`src/rtl/traffic_pkg.sv`:
```
// Shared phase codes, light patterns and light-field bit positions for the
// sensor-actuated two-road traffic-light controller.
package traffic_pkg;

    localparam logic [2:0] PH_MAIN_G  = 3'd0;
    localparam logic [2:0] PH_MAIN_Y  = 3'd1;
    localparam logic [2:0] PH_ALLR_MS = 3'd2;
    localparam logic [2:0] PH_SIDE_G  = 3'd3;
    localparam logic [2:0] PH_SIDE_Y  = 3'd4;
    localparam logic [2:0] PH_ALLR_SM = 3'd5;

    localparam int unsigned LB_MAIN_R = 5;
    localparam int unsigned LB_MAIN_Y = 4;
    localparam int unsigned LB_MAIN_G = 3;
    localparam int unsigned LB_SIDE_R = 2;
    localparam int unsigned LB_SIDE_Y = 1;
    localparam int unsigned LB_SIDE_G = 0;

    localparam logic [5:0] LT_MAIN_G  = (6'b000001 << LB_MAIN_G) | (6'b000001 << LB_SIDE_R);
    localparam logic [5:0] LT_MAIN_Y  = (6'b000001 << LB_MAIN_Y) | (6'b000001 << LB_SIDE_R);
    localparam logic [5:0] LT_ALLR    = (6'b000001 << LB_MAIN_R) | (6'b000001 << LB_SIDE_R);
    localparam logic [5:0] LT_SIDE_G  = (6'b000001 << LB_MAIN_R) | (6'b000001 << LB_SIDE_G);
    localparam logic [5:0] LT_SIDE_Y  = (6'b000001 << LB_MAIN_R) | (6'b000001 << LB_SIDE_Y);

    // Unknown codes show all-red so a corrupted state never lights a green.
    function automatic logic [5:0] phase_lights(input logic [2:0] ph);
        logic [5:0] lt;
        case (ph)
            PH_MAIN_G:  lt = LT_MAIN_G;
            PH_MAIN_Y:  lt = LT_MAIN_Y;
            PH_ALLR_MS: lt = LT_ALLR;
            PH_SIDE_G:  lt = LT_SIDE_G;
            PH_SIDE_Y:  lt = LT_SIDE_Y;
            PH_ALLR_SM: lt = LT_ALLR;
            default:    lt = LT_ALLR;
        endcase
        return lt;
    endfunction

endpackage

```
`src/rtl/traffic_ctrl_act_phase_timer.sv`:
```
// Phase timer: clears on state entry, counts up, saturates at a selectable
// limit and presents the threshold flags the controller needs.
module phase_timer #(
    parameter int CNT_W      = 5,
    parameter int T_MAIN_MIN = 10,
    parameter int T_SIDE_MIN = 5,
    parameter int T_SIDE_MAX = 15,
    parameter int T_YEL      = 3,
    parameter int T_ALLRED   = 2
) (
    input  logic             clk,
    input  logic             reset,
    input  logic             clr_i,
    input  logic             sat_main_i,
    output logic             main_min_o,
    output logic             side_min_o,
    output logic             side_max_o,
    output logic             yel_done_o,
    output logic             allred_done_o
);

    localparam logic [CNT_W-1:0] LIM_MAIN = CNT_W'(T_MAIN_MIN - 1);
    localparam logic [CNT_W-1:0] LIM_SMIN = CNT_W'(T_SIDE_MIN - 1);
    localparam logic [CNT_W-1:0] LIM_SMAX = CNT_W'(T_SIDE_MAX - 1);
    localparam logic [CNT_W-1:0] LIM_YEL  = CNT_W'(T_YEL - 1);
    localparam logic [CNT_W-1:0] LIM_ALLR = CNT_W'(T_ALLRED - 1);

    logic [CNT_W-1:0] tmr_q;
    logic [CNT_W-1:0] tmr_d;
    logic [CNT_W-1:0] sat_s;

    // Next count: clear wins, otherwise increment up to the active ceiling.
    always_comb begin
        tmr_d = tmr_q;
        sat_s = sat_main_i ? LIM_MAIN : {CNT_W{1'b1}};
        if (clr_i) begin
            tmr_d = '0;
        end else if (tmr_q >= sat_s) begin
            tmr_d = tmr_q;
        end else begin
            tmr_d = tmr_q + {{(CNT_W-1){1'b0}}, 1'b1};
        end
    end

    // Counter register.
    always_ff @(posedge clk or negedge reset) begin
        if (!reset) begin
            tmr_q <= '0;
        end else begin
            tmr_q <= tmr_d;
        end
    end

    assign main_min_o    = (tmr_q >= LIM_MAIN);
    assign side_min_o    = (tmr_q >= LIM_SMIN);
    assign side_max_o    = (tmr_q == LIM_SMAX);
    assign yel_done_o    = (tmr_q == LIM_YEL);
    assign allred_done_o = (tmr_q == LIM_ALLR);

endmodule

```
`src/rtl/traffic_ctrl_act.sv`:
```
// Sensor-actuated two-road traffic-light controller with registered outputs.
// Optional pedestrian request/walk feature enabled by macro TRAFFIC_PED_EN.
module traffic_ctrl_act
    import traffic_pkg::*;
#(
    parameter int CNT_W      = 5,
    parameter int T_MAIN_MIN = 10,
    parameter int T_SIDE_MIN = 5,
    parameter int T_SIDE_MAX = 15,
    parameter int T_YEL      = 3,
    parameter int T_ALLRED   = 2
) (
    input  logic       clk,
    input  logic       reset,
    input  logic       traffic,
`ifdef TRAFFIC_PED_EN
    input  logic       ped_req,
    output logic       walk,
`endif
    output logic [5:0] light,
    output logic [2:0] phase
);

    localparam longint TMAX = longint'(1) << CNT_W;

    if (T_MAIN_MIN < 1 || T_SIDE_MIN < 1 || T_SIDE_MAX < 1 || T_YEL < 1 || T_ALLRED < 1 ||
        T_SIDE_MIN > T_SIDE_MAX ||
        T_MAIN_MIN > TMAX || T_SIDE_MIN > TMAX || T_SIDE_MAX > TMAX ||
        T_YEL > TMAX || T_ALLRED > TMAX) begin : g_bad_params
        $error("traffic_ctrl_act: illegal timing parameters");
    end

    logic [2:0] state_q;
    logic [2:0] state_d;
    logic [5:0] light_q;
    logic       req_s;
    logic       main_min_s;
    logic       side_min_s;
    logic       side_max_s;
    logic       yel_done_s;
    logic       allred_done_s;

    phase_timer #(
        .CNT_W      (CNT_W),
        .T_MAIN_MIN (T_MAIN_MIN),
        .T_SIDE_MIN (T_SIDE_MIN),
        .T_SIDE_MAX (T_SIDE_MAX),
        .T_YEL      (T_YEL),
        .T_ALLRED   (T_ALLRED)
    ) u_timer (
        .clk           (clk),
        .reset         (reset),
        .clr_i         (state_d != state_q),
        .sat_main_i    (state_q == PH_MAIN_G),
        .main_min_o    (main_min_s),
        .side_min_o    (side_min_s),
        .side_max_o    (side_max_s),
        .yel_done_o    (yel_done_s),
        .allred_done_o (allred_done_s)
    );

`ifdef TRAFFIC_PED_EN
    logic ped_pend_q;
    logic ped_pend_d;
    logic walk_q;

    // Sticky pedestrian request, consumed when side green begins.
    always_comb begin
        ped_pend_d = ped_pend_q;
        if (state_d == PH_SIDE_G && state_q != PH_SIDE_G) begin
            ped_pend_d = 1'b0;
        end else if (ped_req) begin
            ped_pend_d = 1'b1;
        end else begin
            ped_pend_d = ped_pend_q;
        end
    end

    // Pedestrian registers.
    always_ff @(posedge clk or negedge reset) begin
        if (!reset) begin
            ped_pend_q <= 1'b0;
            walk_q     <= 1'b0;
        end else begin
            ped_pend_q <= ped_pend_d;
            walk_q     <= (state_d == PH_SIDE_G);
        end
    end

    assign req_s = traffic | ped_pend_q;
    assign walk  = walk_q;
`else
    assign req_s = traffic;
`endif

    // Phase sequencing; the max limit ends side green even with traffic present.
    always_comb begin
        state_d = state_q;
        case (state_q)
            PH_MAIN_G:  if (main_min_s && req_s) state_d = PH_MAIN_Y;  else state_d = state_q;
            PH_MAIN_Y:  if (yel_done_s)          state_d = PH_ALLR_MS; else state_d = state_q;
            PH_ALLR_MS: if (allred_done_s)       state_d = PH_SIDE_G;  else state_d = state_q;
            PH_SIDE_G:  if (side_max_s || (side_min_s && !traffic))
                                                 state_d = PH_SIDE_Y;  else state_d = state_q;
            PH_SIDE_Y:  if (yel_done_s)          state_d = PH_ALLR_SM; else state_d = state_q;
            PH_ALLR_SM: if (allred_done_s)       state_d = PH_MAIN_G;  else state_d = state_q;
            default:                             state_d = PH_ALLR_SM;
        endcase
    end

    // State and light registers; lights are decoded from the next state.
    always_ff @(posedge clk or negedge reset) begin
        if (!reset) begin
            state_q <= PH_ALLR_SM;
            light_q <= LT_ALLR;
        end else begin
            state_q <= state_d;
            light_q <= phase_lights(state_d);
        end
    end

    assign light = light_q;
    assign phase = state_q;

endmodule

```
`config.mk`:
```
export PLATFORM = sky130hd
export DESIGN_NAME = traffic_ctrl_act
export DESIGN_NICKNAME = d
export VERILOG_FILES = /design/src/rtl/traffic_pkg.sv /design/src/rtl/traffic_ctrl_act_phase_timer.sv /design/src/rtl/traffic_ctrl_act.sv
export SDC_FILE = /design/constraint.sdc
export NUM_CORES = 1
export LEC_CHECK = 0
export ABC_CLOCK_PERIOD_IN_PS = 2300
export BUFFER_PORTS_ARGS = -buffer_cell sky130_fd_sc_hd__buf_2
export CORE_MARGIN = 4
export CORE_UTILIZATION = 35
export CTS_BUF_LIST = sky130_fd_sc_hd__clkbuf_8
export DETAILED_ROUTE_END_ITERATION = 16
export PLACE_DENSITY_LB_ADDON = 0.12
export SKIP_CTS_REPAIR_TIMING = 1
export SLEW_MARGIN = 10
export SYNTH_ARGS = -nofsm -noshare
export SYNTH_HDL_FRONTEND = slang
export SYNTH_SLANG_ARGS = --single-unit
```
`constraint.sdc`:
```
create_clock -name clk -period 2.3 [get_ports clk]
set_input_delay 0.46 -clock clk [delete_from_list [all_inputs] [get_ports clk]]
set_output_delay 0.46 -clock clk [all_outputs]
set_load 0.005 [all_outputs]
```
# Yosys cells after proc, flatten, opt, wreduce, memory -nomap -nowiden
# Index checks and enable logic that the tools add are counted.
[classes]
reduce_logical = 6
n_eq_ne = 13
n_mux = 11
n_addsub = 1
magnitude_cmp = 3
[op_table]
columns = ["cell", "count"]
rows = [
  ["one-hot mux 6 bit (4 select lines)", 1],
  ["2-to-1 mux 3 bit", 6],
  ["one-hot mux 3 bit (6 select lines)", 1],
  ["2-to-1 mux 5 bit", 3],
  ["equality test 3 x 2 -> 1 bit, second input constant", 3],
  ["equality test 3 bit, second input constant", 3],
  ["equality test 3 x 1 -> 1 bit, second input constant", 2],
  ["zero test 3 bit", 2],
  ["adder 5 x 1 -> 5 bit, second input constant", 1],
  ["equality test 5 x 1 -> 1 bit, second input constant", 1],
  ["equality test 5 x 2 -> 1 bit, second input constant", 1],
  ["equality test 5 x 4 -> 1 bit, second input constant", 1],
  [">= comparator 5 x 3 -> 1 bit, second input constant", 1],
  [">= comparator 5 x 4 -> 1 bit, second input constant", 1],
  [">= comparator 5 bit", 1],
  ["!= test 3 bit", 1],
  ["logical AND 1 bit", 2],
  ["!= test 2 x 1 -> 1 bit, second input constant", 1],
  ["zero test 1 bit", 1],
  ["logical OR 1 bit", 1],
]
[word_totals]
register_bits = 14
inputBits = 3

# Longest topological paths before layout
# Gate-level depths: netlist (run 1).
[depth]
depth_word = 7
ltp_mapped = 8
ltp_nobuf = 7

# Modules after synthesis
# From an unflattened synthesis (run 1), not the netlist that was laid out.
[hier_totals]
cells_unflattened = 91
hier_area_um2 = 902.1
[modules_own_cells]
columns = ["mod", "instances", "area_each_um2", "cells_each", "seq_area_each_um2"]
rows = [
  ["traffic_ctrl_act", 1, 469.2, 46, 230.2],
  ["phase_timer", 1, 432.9, 45, 125.1],
]

# Least setup slack after synthesis (run 1)
# Ideal clock, no wire load.
[synth_timing]
kind = "register to register"
start = "reg state_q[1] (netlist: phase[1])"
end = "reg u_timer.tmr_q[4]"
stages_incl_launch_ff = 9
required_time_ps = 2214
setup_slack_ps = -62
period_less_slack_ps = 2362
t_arrival_ps = 2276
setup_time_ps = 86
path_cell_list = "dfrtp_1 clkdlybuf4s15_2 nor3_1 ha_1 a211oi_1 o21ai_0 or2_2 xor2_1 nor3_1"
[synth_via]
elab_chain_len = 4
word_cells_on_any_way = 18
cone_classes = "1 x order compare; 7 x eq/ne; 9 x mux; 1 x reduce/logical"
[synth_rtl]
columns = ["element", "line", "source"]
rows = [
  ["start, declared", "traffic_ctrl_act.sv:33", "logic [2:0] state_q;"],
  ["start signal, assigned", "traffic_ctrl_act.sv:117", "state_q <= state_d;"],
  ["zero test 3 bit (tied with other cells)", "traffic_ctrl_act.sv:54, traffic_ctrl_act.sv:99", ""],
  ["2-to-1 mux 5 bit / one-hot mux 3 bit (6 select lines) (equally long branches)", "traffic_ctrl_act_phase_timer.sv:35, traffic_ctrl_act.sv:99", ""],
  [">= comparator 5 bit / != test 3 bit (equally long branches)", "traffic_ctrl_act_phase_timer.sv:38, traffic_ctrl_act.sv:53", ""],
  ["!= test 2 x 1 -> 1 bit (no line) / 2-to-1 mux 5 bit (equally long branches)", "-", ""],
  ["end signal, assigned", "traffic_ctrl_act_phase_timer.sv:50", "tmr_q <= tmr_d;"],
  ["end, declared", "traffic_ctrl_act_phase_timer.sv:28", "logic [CNT_W-1:0] tmr_q;"],
]
# Parallel ways exist; a longest one is shown, timed or not.
# A chain may end at the register's enable or synchronous reset.

# Worst setup path in the final report (run 1)
# Ends and elaborated chain as after synthesis.

==> flow_metrics.py, run 1 <==
metrics = {
    "synthesis": {
        "synth_cells": 95,
        "synth_seq_cells": 14,
        "syn_avg_cell_area_sq_um": 10.4,
        "synth_fp_nets": 105,
        "yosysWarningCount": 0,
        "ys_top_cells_by_area": "dfrtp_1, dfstp_2, ha_1",
        "synth_top_area_cell": "dfrtp_1",
        "yosysUniqueCellTypes": 42,
        "synth_top_area_share_pct": 25.4,
        "yosysSeqAreaShare_pct": 36.0,
        "netlist_area_sq_um": 986,
    },
    "detailed_routing": {
        "routed_wirelength_um": 1860,
        "wl_per_cell_um": 13.5,
        "via_per_inst": 5.25,
        "dr.pass1.iters": 4,
        "vias": 724,
        "first_iter_violations": 48,
        "drtAntennaViolNets": 0,
        "drc": 0,
    },
    "critical_path": {
        "end_kind": "flop",
        "startpoint_type": "flop",
        "worst_path_largest_cell_delay_ns": 0.40,
        "cp_slowest_cell": "dfrtp_1",
        "path_cells": "nor3_4, ha_1, a211oi_1, o21ai_1, or2_2, xor2_1, nor3_1",
        "crit_type": "flop to flop",
        "cpLargestDelayFamily": "simple AND/OR/NAND/NOR gates",
        "r2r_start": "phase[1]",
        "cp-startpoint": "phase[1]",
        "path_max_fanout": 4,
        "required_ns": 2.45,
        "worstPathArrival_ns": 2.23,
        "crit_buf_inv": 0,
    },
    "sta": {
        "slew_headroom_pct": 69.1,
        "rsz0062_at_grt": "no",
        "layout_min_cycle_time_ns": 2.07,
        "setup_tns_ns": 0,
        "tightestPinTransition_ns": 0.458,
        "hold_viol_final": 0,
        "maxSlewViolCount": 0,
        "max_freq_ghz": 0.482,
        "setup_violations": 0,
        "finalClockSkew_ns": 0.00102,
        "post-route-period-util_pct": 90.2,
    },
    "clock_network": {
        "cts_root_buffer": "clkbuf_8",
        "cts.clk_slew.worst_paths_ns": 0.06,
        "cts_made_buffers": 3,
        "clk_path_buf_depth": 2,
        "htree_num_levels": 1,
        "clk_latency_ns": 0.24,
        "cts_tree": "yes",
        "cts.sinks": 14,
    },
    "outcome": {
        "status": "complete, no violations",
    },
    "grt": {
        "grt-ovfl-total": 0,
        "grt_pass1_wl_um": 3210,
        "grt_max_degree": 15,
        "grt.total_usage_pct": 11.5,
        "antenna_found_initial": 0,
        "grt_pass1_vias": 679,
    },
    "floorplan": {
        "num_io_pins": 12,
        "fp.coreArea_sq_um": 2590,
        "rows": 18,
        "dieWidth_um": 61.1,
        "die_h_um": 61.1,
        "die_area_sq_um": 3730,
        "start_util_pct": 38.1,
    },
    "layout": {
        "drive_gt1_share_pct": 32.4,
        "nNetsFinal": 119,
        "area_growth_pct": 12.2,
        "final_util_pct": 42.7,
        "insertedDiodeCount": 0,
    },
    "placed_design": {
        "dp_hpwl_um": 1460,
        "place_congestion": 0.792,
        "portBuffers": 11,
    },
    "power_and_ir_drop": {
        "powerDensity_nw_per_um2": 1390,
        "leakagePower_nw": 0.509,
        "ir_drop_uv": 658,
    },
    "run": {
        "cap_violations": 0,
    },
    "worst_hold_path": {
        "holdCritPathClass": "primary input to asynchronous set/reset pin",
    },
}
-- metrics by stage --
step                      hold slack (ns)  instance area [sq um]  setup slack [ns]  instances  total power [W]
after detailed placement            0.368                   1040             0.133        134          0.00130
final                               0.104                   1110             0.225        138          0.00153
after CTS                           0.107                   1100             0.118        138          0.00154
after global routing                0.124                   1110            0.0127        138          0.00168
after floorplan                     0.164                    991            0.0440         95          0.00112
after global placement              0.366                   1040             0.217        134          0.00130
-- per-layer routing --
layer / part of all wire [%] / vias up / wire length, um / global-route usage (%)
li1: - / 362 / - / -
met1: 52 / 344 / 965 / 17.6
met2: 44 / 16 / 811 / 16.3
met3: 3.8 / 2 / 71 / 1.05
met4: 0.70 / 0 / 13 / 4.64
met5: 0 / - / 0 / 0
-- final cells by class --
class | instances | area (sq um)
fill | 256 | 1480
inverter | 7 | 26.3
clock buffer | 4 | 55.1
timing repair buffer | 15 | 85.1
multi-input combinational | 68 | 547
tap | 30 | 37.5
sequential | 14 | 355
-- cells by family (layout without fill, tap and decap cells) --
family | after synthesis | count (layout) | share of synthesized area (%)
AND/OR/NAND/NOR | 37 | 37 | 24.6
XOR/XNOR | 4 | 4 | 3.55
buffers and inverters | 13 | 26 | 9.65
flip-flops | 14 | 14 | 36.0
adder cells (fa/ha/maj) | 7 | 7 | 8.88
AO/OA/AOI/OAI | 20 | 20 | 17.3
-- path summary, 6_finish.rpt --
| check | endpoint | slack, ns | depth (start not counted) |
|---|---|---|---|
| hold / removal | light[0] | 0.10 | 1 |
| setup reg to reg | u_timer.tmr_q[4] | 0.23 | 7 |
| setup / recovery | u_timer.tmr_q[4] | 0.23 | 7 |
| min in group clk | light[0] | 0.65 | 3 |
| max in group asynchronous | light[5] | 1.91 | 1 |
| hold reg to reg | phase[2] | 0.65 | 3 |
-- power breakdown --
group | switching, W | total [W] | internal, W
combinational | 0.000445 | 0.000829 | 0.000384
sequential | 0.000107 | 0.000474 | 0.000367
clock | 0.0000791 | 0.000230 | 0.000151
total | 0.000632 | 0.00153 | 0.000902
-- sequential cells by signal (all words and copies together), names as in the netlist --
register / cells
u_timer.tmr_q: 5
phase: 3
light: 6
-- placed cells by master (no fill, tap or decap), drive strengths merged, types with 2 or more instances in the layout --
cell type / count
a21oi: 2
a31oi: 3
buf: 15
clkbuf: 4
dfrtp: 10
dfstp: 4
ha: 7
inv: 7
nand2: 10
nor2: 9
nor2b: 2
nor3: 3
nor4: 2
nor4b: 2
o211ai: 2
o21ai: 4
o21bai: 2
xnor2: 3
-- Yosys cell counts --
cell,n
o211ai_1,2
o21ai_0,4
nor3_2,1
ha_1,7
o2111ai_1,1
o21bai_1,2
nor4b_4,2
dfrtp_1,10
nand2_1,9
a211oi_1,1
nand3_1,1
o221ai_1,1
nand2b_1,1
nor2_1,9
buf_4,1
or3_1,1
a31oi_1,2
and2b_2,1
nor4_2,1
dfstp_2,4
clkbuf_8,2
and3_2,1
nor2b_1,1
inv_1,7
nand4_1,1
nor2b_4,1
o311ai_4,1
xor2_1,1
or2_2,1
nor3_1,2
clkdlybuf4s15_2,1
a31oi_4,1
buf_6,2
a32oi_1,1
a21o_1,1
a21oi_1,2
nand2_2,1
o41ai_1,1
nand3b_1,1
xnor2_1,3
nor4_1,1
nand4b_1,1
-- worst register-to-register path: cells and delay by family, from the launching register on --
kind | cells | cell delay, ns
fa+ha+maj | 1 | 0.27
simple gates | 3 | 0.73
flops | 1 | 0.40
xor+xnor | 1 | 0.14
compound gates | 2 | 0.45
(Power assumes the default switching activity.)
==> run 2: changes to the inputs <==
Settings changed: ABC_CLOCK_PERIOD_IN_PS 2300 to 2400.
Clock period 2.3 ns to 2.4 ns, I/O delays scaled along.
==> flow_metrics.py, run 2 (same netlist as run 1, synthesis figures left out) <==
metrics = {
    "outcome": {
        "status": "complete, no violations",
    },
    "critical_path": {
        "end_kind": "flop",
        "r2r_start": "phase[1]",
        "cp-startpoint": "phase[1]",
        "reg2regPathDepth": 7,
        "crit_type": "flop to flop",
        "path_max_fanout": 4,
        "worstPathArrival_ns": 2.27,
        "required_ns": 2.56,
        "startpoint_type": "flop",
    },
    "floorplan": {
        "fp.coreArea_sq_um": 2590,
        "rows": 18,
        "dieWidth_um": 61.1,
        "num_io_pins": 12,
        "start_util_pct": 38.1,
        "die_area_sq_um": 3730,
        "die_h_um": 61.1,
    },
    "detailed_routing": {
        "drc": 0,
        "dr.pass1.iters": 4,
        "via_per_inst": 5.15,
        "wl_per_cell_um": 13.6,
        "drtAntennaViolNets": 0,
        "routed_wirelength_um": 1870,
        "vias": 711,
        "first_iter_violations": 10,
    },
    "grt": {
        "grt_max_degree": 15,
        "grt_pass1_wl_um": 3350,
        "grt_pass1_vias": 742,
        "antenna_found_initial": 0,
        "grt-ovfl-total": 0,
        "grt.total_usage_pct": 12.4,
    },
    "clock_network": {
        "clk_latency_ns": 0.24,
        "cts_root_buffer": "clkbuf_8",
        "cts.sinks": 14,
        "cts_tree": "yes",
        "clk_path_buf_depth": 2,
        "cts.clk_slew.worst_paths_ns": 0.05,
        "cts_made_buffers": 3,
        "htree_num_levels": 1,
    },
    "layout": {
        "drive_gt1_share_pct": 31.5,
        "seqCellArea_sq_um": 355,
        "final_common_cell": "buf_2",
        "multi_input_area_sq_um": 541,
        "final_area_sq_um": 1090,
        "area_growth_pct": 10.5,
        "final_cell_mix": "buf_2, dfrtp_1, nor2_1, nand2_1, inv_1",
        "largest_register_ffs": 6,
        "nNetsFinal": 119,
        "fillers": 251,
        "insertedDiodeCount": 0,
    },
    "placed_design": {
        "place_ws_ns": 0.141,
        "dp_hpwl_um": 1480,
        "portBuffers": 11,
        "place_congestion": 0.783,
        "place_area_sq_um": 1040,
    },
    "sta": {
        "hold_viol_final": 0,
        "finalClockSkew_ns": 0.00440,
        "tightestPinTransition_ns": 0.564,
        "setup_tns_ns": 0,
        "rsz0062_at_grt": "no",
        "post-route-period-util_pct": 88.0,
        "finalWorstSetupSlack_ns": 0.289,
        "layout_min_cycle_time_ns": 2.11,
        "setup_violations": 0,
        "maxSlewViolCount": 0,
        "max_freq_ghz": 0.474,
        "slew_headroom_pct": 61.9,
    },
    "worst_hold_path": {
        "holdCritPathClass": "primary input to asynchronous set/reset pin",
    },
    "power_and_ir_drop": {
        "leakagePower_nw": 0.506,
        "power_w": 0.00142,
        "powerDensity_nw_per_um2": 1300,
        "ir_drop_uv": 644,
    },
    "run": {
        "cap_violations": 0,
    },
}
## run 2: cell count changes in the layout (fill, tap and decap cells not counted), sizes merged
cell	change
clkbuf	-1
inv	+1
## run 2: path summary, 6_finish.rpt
check | end | slack [ns]
min in group clk | phase[2] | 0.64
max in group asynchronous | light[5] | 2.00
setup reg to reg | u_timer.tmr_q[4] | 0.29
setup / recovery | u_timer.tmr_q[4] | 0.29
hold reg to reg | phase[2] | 0.64
hold / removal | u_timer.tmr_q[3] | 0.12
## run 2: layer usage
layer	GRT usage [%]	routed length [um]	share of wire [%]	vias to the layer above
met5	0	0	0	-
met1	18.3	1010	54	336
li1	-	-	-	360
met4	6.50	35	1.9	0
met2	16.9	765	41	11
met3	2.52	66	3.5	4
## run 2: final cells by class
type	instances	share of cell area, %
Tap cell	30	3.44
Timing Repair Buffer	15	7.81
Clock buffer	3	3.79
Inverter	7	2.41
Multi-Input combinational cell	68	49.6
Clock inverter	1	0.344
Sequential cell	14	32.6
## run 2: worst max-delay path: stages, from the launching register on
cell	delay, ns
dfrtp_1	0.38
nor3_2	0.28
ha_1	0.28
a211oi_1	0.28
o21ai_0	0.17
or2_2	0.31
xor2_1	0.15
nor3_1	0.17
## run 2: power breakdown
group | total (W) | switching, W | internal [W]
clock | 0.000183 | 0.0000708 | 0.000112
sequential | 0.000445 | 0.0000940 | 0.000351
combinational | 0.000792 | 0.000429 | 0.000363
## run 2: stage by stage
stage / hold WS [ns] / utilization, % / std cells
after floorplan: 0.184 / - / 95
after global placement: 0.382 / 40.1 / 134
after detailed placement: 0.385 / 40.1 / 134
after CTS: 0.122 / 41.9 / 138
after global routing: 0.139 / 42.1 / 138
final: 0.120 / 42.1 / 138
